## config.mk

```make
export PLATFORM = sky130hd
export DESIGN_NAME = duty_ramp
export DESIGN_NICKNAME = d
export VERILOG_FILES = /design/src/rtl/duty_ramp.sv
export SDC_FILE = /design/constraint.sdc
export NUM_CORES = 1
export LEC_CHECK = 0
export CAP_MARGIN = 20
export CORE_MARGIN = 2
export CORE_UTILIZATION = 55
export DETAILED_ROUTE_END_ITERATION = 7
export GPL_TIMING_DRIVEN = 1
export PLACE_DENSITY = 0.77
export SYNTH_ARGS = -nofsm -noshare
export SYNTH_HDL_FRONTEND = slang
export SYNTH_SLANG_ARGS = --single-unit
```

## constraint.sdc

```tcl
create_clock -name clk -period 3.6 [get_ports clk]
set_input_delay 0.36 -clock clk [delete_from_list [all_inputs] [get_ports clk]]
set_output_delay 0.36 -clock clk [all_outputs]
set_load 0.05 [all_outputs]
```

## src/rtl/duty_ramp.sv

```systemverilog
// duty_ramp: steps a registered PWM duty value toward an accepted target,
// one step every (step_interval+1) cycles, with hold/freeze and a done pulse.
module duty_ramp #(
  parameter int BITS      = 4,
  parameter int STEP_BITS = 8
) (
  input  logic                 clk,
  input  logic                 reset,
  input  logic                 target_valid,
  output logic                 target_ready,
  input  logic [BITS:0]        target,
  input  logic [BITS:0]        step_size,
  input  logic [STEP_BITS-1:0] step_interval,
  input  logic                 hold,
  output logic [BITS:0]        duty,
  output logic                 busy,
  output logic                 done
);

  typedef enum logic {IDLE = 1'b0, RAMP = 1'b1} state_t;

  // Full-scale duty (2^BITS), the largest value the PWM stage understands.
  localparam logic [BITS:0] DMAX = {1'b1, {BITS{1'b0}}};
  localparam logic [BITS:0] ONE  = {{BITS{1'b0}}, 1'b1};

  state_t               state_q, state_d;
  logic [BITS:0]        duty_q, duty_d;
  logic [BITS:0]        tgt_q, tgt_d;
  logic [BITS:0]        step_q, step_d;
  logic [STEP_BITS-1:0] intv_q, intv_d;
  logic [STEP_BITS-1:0] cnt_q, cnt_d;
  logic                 done_q, done_d;

  logic [BITS:0]        tgt_clamp;
  logic [BITS:0]        step_eff;
  logic [BITS+1:0]      sum_up;     // one extra bit so duty+step never wraps
  logic [BITS:0]        gap_dn;
  logic [BITS:0]        step_duty;

  assign target_ready = (state_q == IDLE);
  assign busy         = (state_q == RAMP);
  assign duty         = duty_q;
  assign done         = done_q;

  // Input conditioning and the candidate duty for the next step edge.
  always_comb begin
    tgt_clamp = (target > DMAX) ? DMAX : target;
    step_eff  = (step_size == '0) ? ONE : step_size;
    sum_up    = {1'b0, duty_q} + {1'b0, step_q};
    gap_dn    = duty_q - tgt_q;
    step_duty = duty_q;
    if (duty_q < tgt_q)
      step_duty = (sum_up >= {1'b0, tgt_q}) ? tgt_q : sum_up[BITS:0];
    else if (duty_q > tgt_q)
      step_duty = (gap_dn <= step_q) ? tgt_q : (duty_q - step_q);
  end

  // Next-state logic: acceptance in IDLE, interval counting and stepping in RAMP.
  always_comb begin
    state_d = state_q;
    duty_d  = duty_q;
    tgt_d   = tgt_q;
    step_d  = step_q;
    intv_d  = intv_q;
    cnt_d   = cnt_q;
    done_d  = 1'b0;
    case (state_q)
      IDLE: begin
        if (target_valid) begin
          tgt_d  = tgt_clamp;
          step_d = step_eff;
          intv_d = step_interval;
          cnt_d  = '0;
          if (tgt_clamp == duty_q) done_d  = 1'b1;
          else                     state_d = RAMP;
        end
      end
      RAMP: begin
        if (!hold) begin
          if (cnt_q == intv_q) begin
            cnt_d  = '0;
            duty_d = step_duty;
            if (step_duty == tgt_q) begin
              state_d = IDLE;
              done_d  = 1'b1;
            end
          end else begin
            cnt_d = cnt_q + STEP_BITS'(1);
          end
        end
      end
      default: state_d = IDLE;
    endcase
  end

  // State registers; reset wins over any acceptance in the same cycle.
  always_ff @(posedge clk) begin
    if (reset) begin
      state_q <= IDLE;
      duty_q  <= '0;
      tgt_q   <= '0;
      step_q  <= '0;
      intv_q  <= '0;
      cnt_q   <= '0;
      done_q  <= 1'b0;
    end else begin
      state_q <= state_d;
      duty_q  <= duty_d;
      tgt_q   <= tgt_d;
      step_q  <= step_d;
      intv_q  <= intv_d;
      cnt_q   <= cnt_d;
      done_q  <= done_d;
    end
  end

endmodule

```

Word level (Yosys, flattened, before mapping)
Cells that the tools add are included.

Add/subtract/negate cells: 4. Multipliers: 0. Div/mod/pow operators: 0. $lt $le $gt $ge: 5. Eq/ne operators: 5. Shifts and indexed selects: 0. Mux-type cells: 22. Bitwise operators: 2. Reduce and logical (&&, ||, !) cells: 4.

Operators by type and width (number): $mux W5 (6); $mux W8 (3); $pmux W8 S2 (1); $eq A5 B5 Y1 (2); $mux W1 (10); $sub A5 B5 Y5 (2); $add A8 B1 Y8 const B (1); $eq A8 B8 Y1 (1); $add A5 B5 Y6 (1); $ge A6 B5 Y1 (1); $gt A5 B5 Y1 (1); $gt A5 B5 Y1 const B (1); $le A5 B5 Y1 (1); $logic_not A5 Y1 (1); $lt A5 B5 Y1 (1); $ne A2 B2 Y1 const B (2); $pmux W1 S2 (2); $reduce_and A2 Y1 (2); $reduce_and A3 Y1 (1); $not A1 Y1 (2).

Bits in registers: 33. Bits in latches: 0. Memory bits (writable): 0. Memory bits (read-only): 0. Input bits: 22. Output and inout bits: 8. Word-level logic and storage cells: 49. Memories kept: 0.

Logic depth before layout (Yosys ltp)
Gate-level depths: netlist of the first run.

Word-level depth: 10. Mapped depth: 15. Depth with buffers taken out: 15.

Least setup slack after synthesis of the first run
OpenSTA, ideal clock, no wires.

Path type: reg2reg. Start point: reg duty_q[1] (netlist: duty[1]). End point: reg state_q (netlist: busy). Data arrival time: 3532 ps. Data required time: 3527 ps. Path slack: -5 ps. Cell stages (with the launch flop): 14. Path buffers: 0. Clock period less this slack: 3605 ps. Cell sequence: dfxtp_1 > inv_1 > fa_1 > o21bai_1 > a21oi_2 > xnor2_1 > ha_1 > a211o_1 > a21oi_1 > o21a_1 > a311o_1 > a21bo_4 > o221ai_2 > nor3b_2.

Longest elaborated chain between the ends: 10. Elaborated cells on any way between the ends: 19. Those cells by class: add/sub: 3; order compare: 4; eq/ne: 2; mux: 10.

Ends and longest elaborated chain: start: declaration (line 27) `logic [BITS:0] duty_q, duty_d;`; start signal: assignment (line 108) `duty_q <= duty_d;`; $sub A5 B5 Y5 (line 50) `gap_dn = duty_q - tgt_q;`; $le A5 B5 Y1 (line 55) `step_duty = (gap_dn <= step_q) ? tgt_q : (duty_q - step_q);`; $mux W5 (line 55); $mux W5 (line 54) `else if (duty_q > tgt_q)`; $mux W5 (line 52) `if (duty_q < tgt_q)`; $eq A5 B5 Y1 (line 83) `if (step_duty == tgt_q) begin`; $mux W1 (line 83); $mux W1 (line 80) `if (cnt_q == intv_q) begin`; $mux W1 (line 79) `if (!hold) begin`; $pmux W1 S2 * (line 67) `case (state_q)`; end signal: assignment (line 107) `state_q <= state_d;`; end: declaration (line 26) `state_t state_q, state_d;`.

Mark *: on every way between the ends. The rest lies on a longest branch, timed or not. A chain may end at the register's enable or synchronous reset.

Worst setup path after layout of the first run
Start point: reg duty_q[0] (netlist: duty[0]). End point: reg state_q (netlist: busy).

Same word-level chain as after synthesis.

==> results.py, run 1 <==
metrics = {
    "outcome": {
        "status": "complete, no violations",
    },
    "final_layout": {
        "layout.cells.most_common_list": "a21oi_1, nand2_1, dfxtp_1, clkdlybuf4s50_1, ha_1",
        "fin_area_um2": 3170,
        "layout.nets": 416,
        "drive_gt1_share_pct": 10.7,
        "final_common_cell": "a21oi_1",
        "antenna_cells": 0,
        "area_growth_pct": 19.4,
    },
    "die": {
        "placement_rows": 25,
        "die_area_um2": 5390,
        "start_util_pct": 56.5,
        "die_w_um": 73.4,
        "fp.coreArea_um2": 4690,
        "die_y_um": 73.4,
        "pin_count": 30,
    },
    "sta": {
        "worst_pin_slew_ns": 0.681,
        "finalHoldViolations": 0,
        "min_period_over_period_pct": 94.2,
        "slew_headroom_pct": 54.5,
        "fin_skew_ns": 0.00817,
        "fmax_mhz": 295,
        "finalSetupTns_ns": 0,
        "finalSetupViolCount": 0,
        "rsz0062_at_grt": "false",
        "slew_viol_final": 0,
        "min_period_ns": 3.39,
        "hold_ws_ns": 0.467,
    },
    "critical_path": {
        "slowest_stage": "a2111o_1",
        "cp_cell_sequence": "inv_1 -> ha_2 -> inv_1 -> fa_1 -> a21o_1 -> a21oi_2 -> xnor2_1 -> ha_1 -> and3_1 -> and3_1 -> a2111o_1 -> o211ai_1 -> a21oi_1 -> o221ai_2 -> nor3b_2",
        "cp_top_family": "compound AO/OA/AOI/OAI gates",
        "cp_num_buf_inv": 2,
        "arrival_ns": 3.61,
        "crit_path_max_incr_delay_ns": 0.41,
        "crit_required_ns": 3.82,
        "cp-start-kind": "flop",
        "worstSetupEndpointType": "flop",
        "crit_fanout": 3,
        "timing_worst_setup_path_type": "reg2reg",
    },
    "yosys": {
        "synth_cell_types": 57,
        "synth_area_leaders": "dfxtp_1, ha_1, a21oi_1, xnor2_1, nand2_1",
        "synthMuxAreaShare_pct": 1.13,
        "postSynthAreaPerCell_um2": 8.08,
        "synth-main-ff-cell": "dfxtp_1",
        "synthSimpleGateAreaFrac_pct": 22.5,
        "synth_top_family_by_area": "compound AO/OA/AOI/OAI gates",
        "syn_area_um2": 2650,
        "syn-num-nets": 378,
        "synthAdderAreaFrac_pct": 14.1,
        "ys_seq_elements": 33,
        "synth-async-reset-ratio_pct": 0,
        "synth_top_area_share_pct": 24.9,
        "synth_top_area_cell": "dfxtp_1",
        "synth-compound-area-share_pct": 24.4,
        "synth_edf_count": 0,
        "seq_area_frac_synth_pct": 24.9,
        "syn_inst": 328,
        "yosys_warnings": 0,
        "synth-xor-area-share_pct": 8.59,
    },
    "min_path": {
        "hold_path.class": "reg2reg",
    },
    "placement": {
        "dpl_cell_area_um2": 3060,
        "dp_hpwl_mm": 5.18,
        "numPortBuffers": 29,
        "gp_congestion": 0.905,
    },
    "routing": {
        "vias": 2558,
        "antenna_left": 0,
        "drt_iter0_drc": 158,
        "vias_per_cell": 6.09,
        "dr.pass1.iters": 5,
        "remaining_drc_errors": 0,
        "wire_per_inst_um": 16.2,
        "routed_wl_mm": 6.79,
    },
    "power": {
        "pwr_density_cell_nw_per_um2": 408,
        "p_leak_nw": 1.21,
        "ir_worst_vdd_mv": 0.230,
        "p_total_mw": 1.29,
    },
    "clock_network": {
        "cts_buffer_depth": 2,
        "cts_tree": "done",
        "clkLatencyLatePin_ns": 0.29,
        "htree_num_levels": 2,
        "hold_buffers": 0,
        "cts_root_buf": "clkbuf_8",
        "path_clk_slew_ns": 0.08,
        "cts_resized": 0,
        "clock-sinks": 33,
        "numCtsBuffers": 5,
        "postCtsSetupBuffers": 0,
    },
    "job": {
        "cap_violations": 0,
    },
    "grt": {
        "grt_usage_pct": 27.6,
        "antenna_found_initial": 0,
        "grt-ovfl-total": 0,
        "grt_max_degree": 22,
        "grt_pass1_vias": 2497,
        "grt_pass1_wl_mm": 11.5,
    },
}
-- worst register-to-register path, stage by stage, from the launching register on --
cell      delay, ns
dfxtp_1        0.33
inv_1          0.08
ha_2           0.20
inv_1          0.06
fa_1           0.39
a21o_1         0.20
a21oi_2        0.14
xnor2_1        0.14
ha_1           0.27
and3_1         0.19
and3_1         0.22
a2111o_1       0.41
o211ai_1       0.17
a21oi_1        0.13
o221ai_2       0.20
nor3b_2        0.18
-- per-stage QoR --
stage | worst slack, ns | utilization, % | instances
after global placement | 0.282 | 65.1 | 413
after CTS | 0.145 | 67.0 | 420
after global routing | 0.00642 | 67.5 | 420
after detailed placement | 0.170 | 65.1 | 413
after floorplan | 0.0490 | - | 328
final | 0.210 | 67.5 | 420
-- final timing paths --
path                  start        end  slack (ns)  cells after the start
hold / removal    intv_q[0]  intv_q[0]        0.47                      2
hold reg to reg   intv_q[0]  intv_q[0]        0.47                      2
setup / recovery    duty[0]       busy        0.21                     15
setup reg to reg    duty[0]       busy        0.21                     15
-- flip-flops by register name (all words and copies together), names as in the netlist --
| signal | count |
|---|---|
| cnt_q | 8 |
| intv_q | 8 |
| duty | 5 |
| step_q | 5 |
| tgt_q | 5 |
| busy | 1 |
| done | 1 |
-- power by group --
| part | leakage (nW) | internal, mW | switching, mW |
|---|---|---|---|
| Clock | 0.0433 | 0.151 | 0.142 |
| Sequential | 0.269 | 0.383 | 0.0177 |
| Combinational | 0.901 | 0.255 | 0.344 |
-- cell usage after synthesis (4+ instances only) --
| library cell | count |
|---|---|
| a21oi_1 | 39 |
| clkbuf_1 | 8 |
| nor3_1 | 6 |
| nand3b_1 | 9 |
| inv_1 | 19 |
| nand2_1 | 36 |
| a211oi_1 | 6 |
| o21ai_0 | 16 |
| and3_1 | 8 |
| nor2_1 | 23 |
| xor2_1 | 8 |
| nand3_1 | 6 |
| xnor2_1 | 18 |
| dfxtp_1 | 33 |
| o211ai_1 | 4 |
| ha_1 | 25 |
| nor2b_1 | 5 |
-- area by class of cell --
| class | instances | area, um2 |
|---|---|---|
| well taps | 54 | 67.6 |
| multi-input cells | 266 | 1900 |
| repair buffers | 41 | 380 |
| clock inverters | 1 | 7.51 |
| flip-flops and latches | 33 | 662 |
| fillers | 403 | 1530 |
| clock buffers | 6 | 82.6 |
| inverters | 19 | 71.3 |
-- routing by layer --
layer / track usage (%) / wire length [um]
met1: 33.5 / 2930
met5: 0 / 0
met2: 47.2 / 3280
met4: 12.3 / 238
met3: 5.08 / 340
-- cell families after synthesis --
family	count (synthesis)
simple gates	112
compound gates	97
flops	33
buf+inv	29
fa+ha+maj	28
xor+xnor	26
mux	3
Note: power is estimated with default switching activity, not from simulation.
==> run 2: changes to the inputs <==
- CORE_ASPECT_RATIO: default -> 1.4
==> run 2 against run 1 <==
  * Clock skew is 0.0065 ns lower
  * Non-clock buffer count is 5 higher
  * Via count is 0.16% higher
  * Largest power group unchanged
  * Final cell count is 3.3% higher
  * Routed wire length is 4.8% higher
  * Critical path type unchanged
  * Fmax is 0.81% lower
==> results.py, run 2 (synthesized netlist as in run 1, its figures left out) <==
metrics = {
    "outcome": {
        "status": "complete, no violations",
    },
    "die": {
        "die_w_um": 62.7,
        "die_area_um2": 5400,
        "fp.coreArea_um2": 4570,
        "start_util_pct": 58.0,
        "pin_count": 30,
        "die_y_um": 86.2,
        "placement_rows": 29,
    },
    "clock_network": {
        "hold_buffers": 0,
        "htree_num_levels": 2,
        "cts_buffer_depth": 2,
        "clkLatencyLatePin_ns": 0.28,
        "cts_tree": "done",
        "cts_root_buf": "clkbuf_8",
        "clock-sinks": 33,
        "path_clk_slew_ns": 0.07,
        "numCtsBuffers": 5,
    },
    "critical_path": {
        "timing_worst_setup_path_type": "reg2reg",
        "cp-start-kind": "flop",
        "crit_fanout": 6,
        "worstReg2RegEnd": "busy",
        "worstSetupEndpointType": "flop",
        "arrival_ns": 3.56,
        "crit_required_ns": 3.74,
        "worstRegToRegCells": 15,
        "r2r_start": "duty[0]",
        "reg2reg_slack_ns": 0.18,
    },
    "placement": {
        "dp_hpwl_mm": 5.53,
        "numPortBuffers": 29,
        "place_ws_ns": 0.0415,
        "gp_congestion": 0.974,
    },
    "sta": {
        "slew_headroom_pct": 45.1,
        "fin_skew_ns": 0.00165,
        "finalSetupViolCount": 0,
        "min_period_ns": 3.42,
        "fin_ws_ns": 0.182,
        "rsz0062_at_grt": "false",
        "finalSetupTns_ns": 0,
        "finalHoldViolations": 0,
        "fmax_mhz": 293,
        "slew_viol_final": 0,
        "min_period_over_period_pct": 94.9,
        "worst_pin_slew_ns": 0.822,
        "hold_ws_ns": 0.469,
    },
    "power": {
        "pwr_density_cell_nw_per_um2": 410,
        "p_leak_nw": 1.24,
        "ir_worst_vdd_mv": 0.279,
    },
    "grt": {
        "grt_usage_pct": 28.2,
        "grt_pass1_wl_mm": 12.0,
        "grt-ovfl-total": 0,
        "grt_pass1_vias": 2638,
        "grt_max_degree": 23,
        "antenna_found_initial": 0,
    },
    "final_layout": {
        "nFillCells": 417,
        "reg_top3": "cnt_q (8), intv_q (8)",
        "layout.nets": 421,
        "final_core_util_pct": 70.3,
        "area_growth_pct": 21.2,
        "final_common_cell": "a21oi_1",
        "antenna_cells": 0,
        "layout.cells.most_common_list": "a21oi_1, nand2_1, dfxtp_1, clkdlybuf4s50_1, ha_1",
        "drive_gt1_share_pct": 12.6,
    },
    "min_path": {
        "hold_path.class": "reg2reg",
        "holdCritStartpoint": "intv_q[1]",
        "worstHoldPathCells": 2,
        "min_to": "intv_q[1]",
    },
    "routing": {
        "dr.pass1.iters": 4,
        "wire_per_inst_um": 16.4,
        "antenna_left": 0,
        "drt_iter0_drc": 140,
        "vias": 2562,
        "vias_per_cell": 5.90,
        "routed_wl_mm": 7.12,
        "remaining_drc_errors": 0,
    },
    "job": {
        "cap_violations": 0,
    },
}
[run 2: worst max path at each step]
stage,startpoint,endpoint,depth (start not counted)
global route,duty[0],busy,15
CTS,duty[0],duty[0],14
floorplan,duty[0],busy,15
detailed placement,duty[0],busy,14
finish,duty[0],busy,15
global placement,duty[0],duty[0],14
[run 2: critical path: stages (launching register included)]
cell and delay [ns]:
dfxtp_2 0.35, inv_1 0.08, ha_2 0.21, inv_1 0.07, fa_2 0.36, a21o_1 0.20
a21oi_2 0.14, xnor2_1 0.13, ha_1 0.25, and3_1 0.19, and3_1 0.22, a2111o_1 0.41
o211ai_1 0.20, a21bo_4 0.18, o221ai_2 0.11, nor3b_2 0.17
[run 2: stage by stage]
step	cells	cell area [um2]	power [mW]
2_1_floorplan	328	2650	0.836
4_1_cts	429	3150	1.26
3_3_place_gp	421	3070	0.991
3_5_place_dp	421	3070	0.994
6_report	434	3210	1.32
5_1_grt	434	3210	1.40
[run 2: repair_timing]
item,in CTS,in global routing
setup endpoints to repair,0,7
resized for setup,0,8
setup buffers,0,5
[run 2: metal layers]
| metal | part of all wire, % | wire length [um] | track usage (%) |
|---|---|---|---|
| met3 | 4.4 | 312 | 3.67 |
| met4 | 6.5 | 466 | 19.8 |
| met2 | 52 | 3690 | 51.9 |
| met5 | 0 | 0 | 0 |
| met1 | 37 | 2640 | 29.4 |
[run 2: power by group]
part / internal [mW] / leakage, nW / switching, mW
logic: 0.290 / 0.923 / 0.360
clock network: 0.134 / 0.0450 / 0.131
registers: 0.384 / 0.270 / 0.0202
total: 0.807 / 1.24 / 0.510
[run 2: layout make-up]
class	instances	area [um2]	share of cell area [%]
multi-input cells	266	1900	59.2
flip-flops and latches	33	663	20.6
repair buffers	46	418	13.0
well taps	62	77.6	2.41
clock buffers	6	72.6	2.26
inverters	19	71.3	2.22
clock inverters	2	10.0	0.311
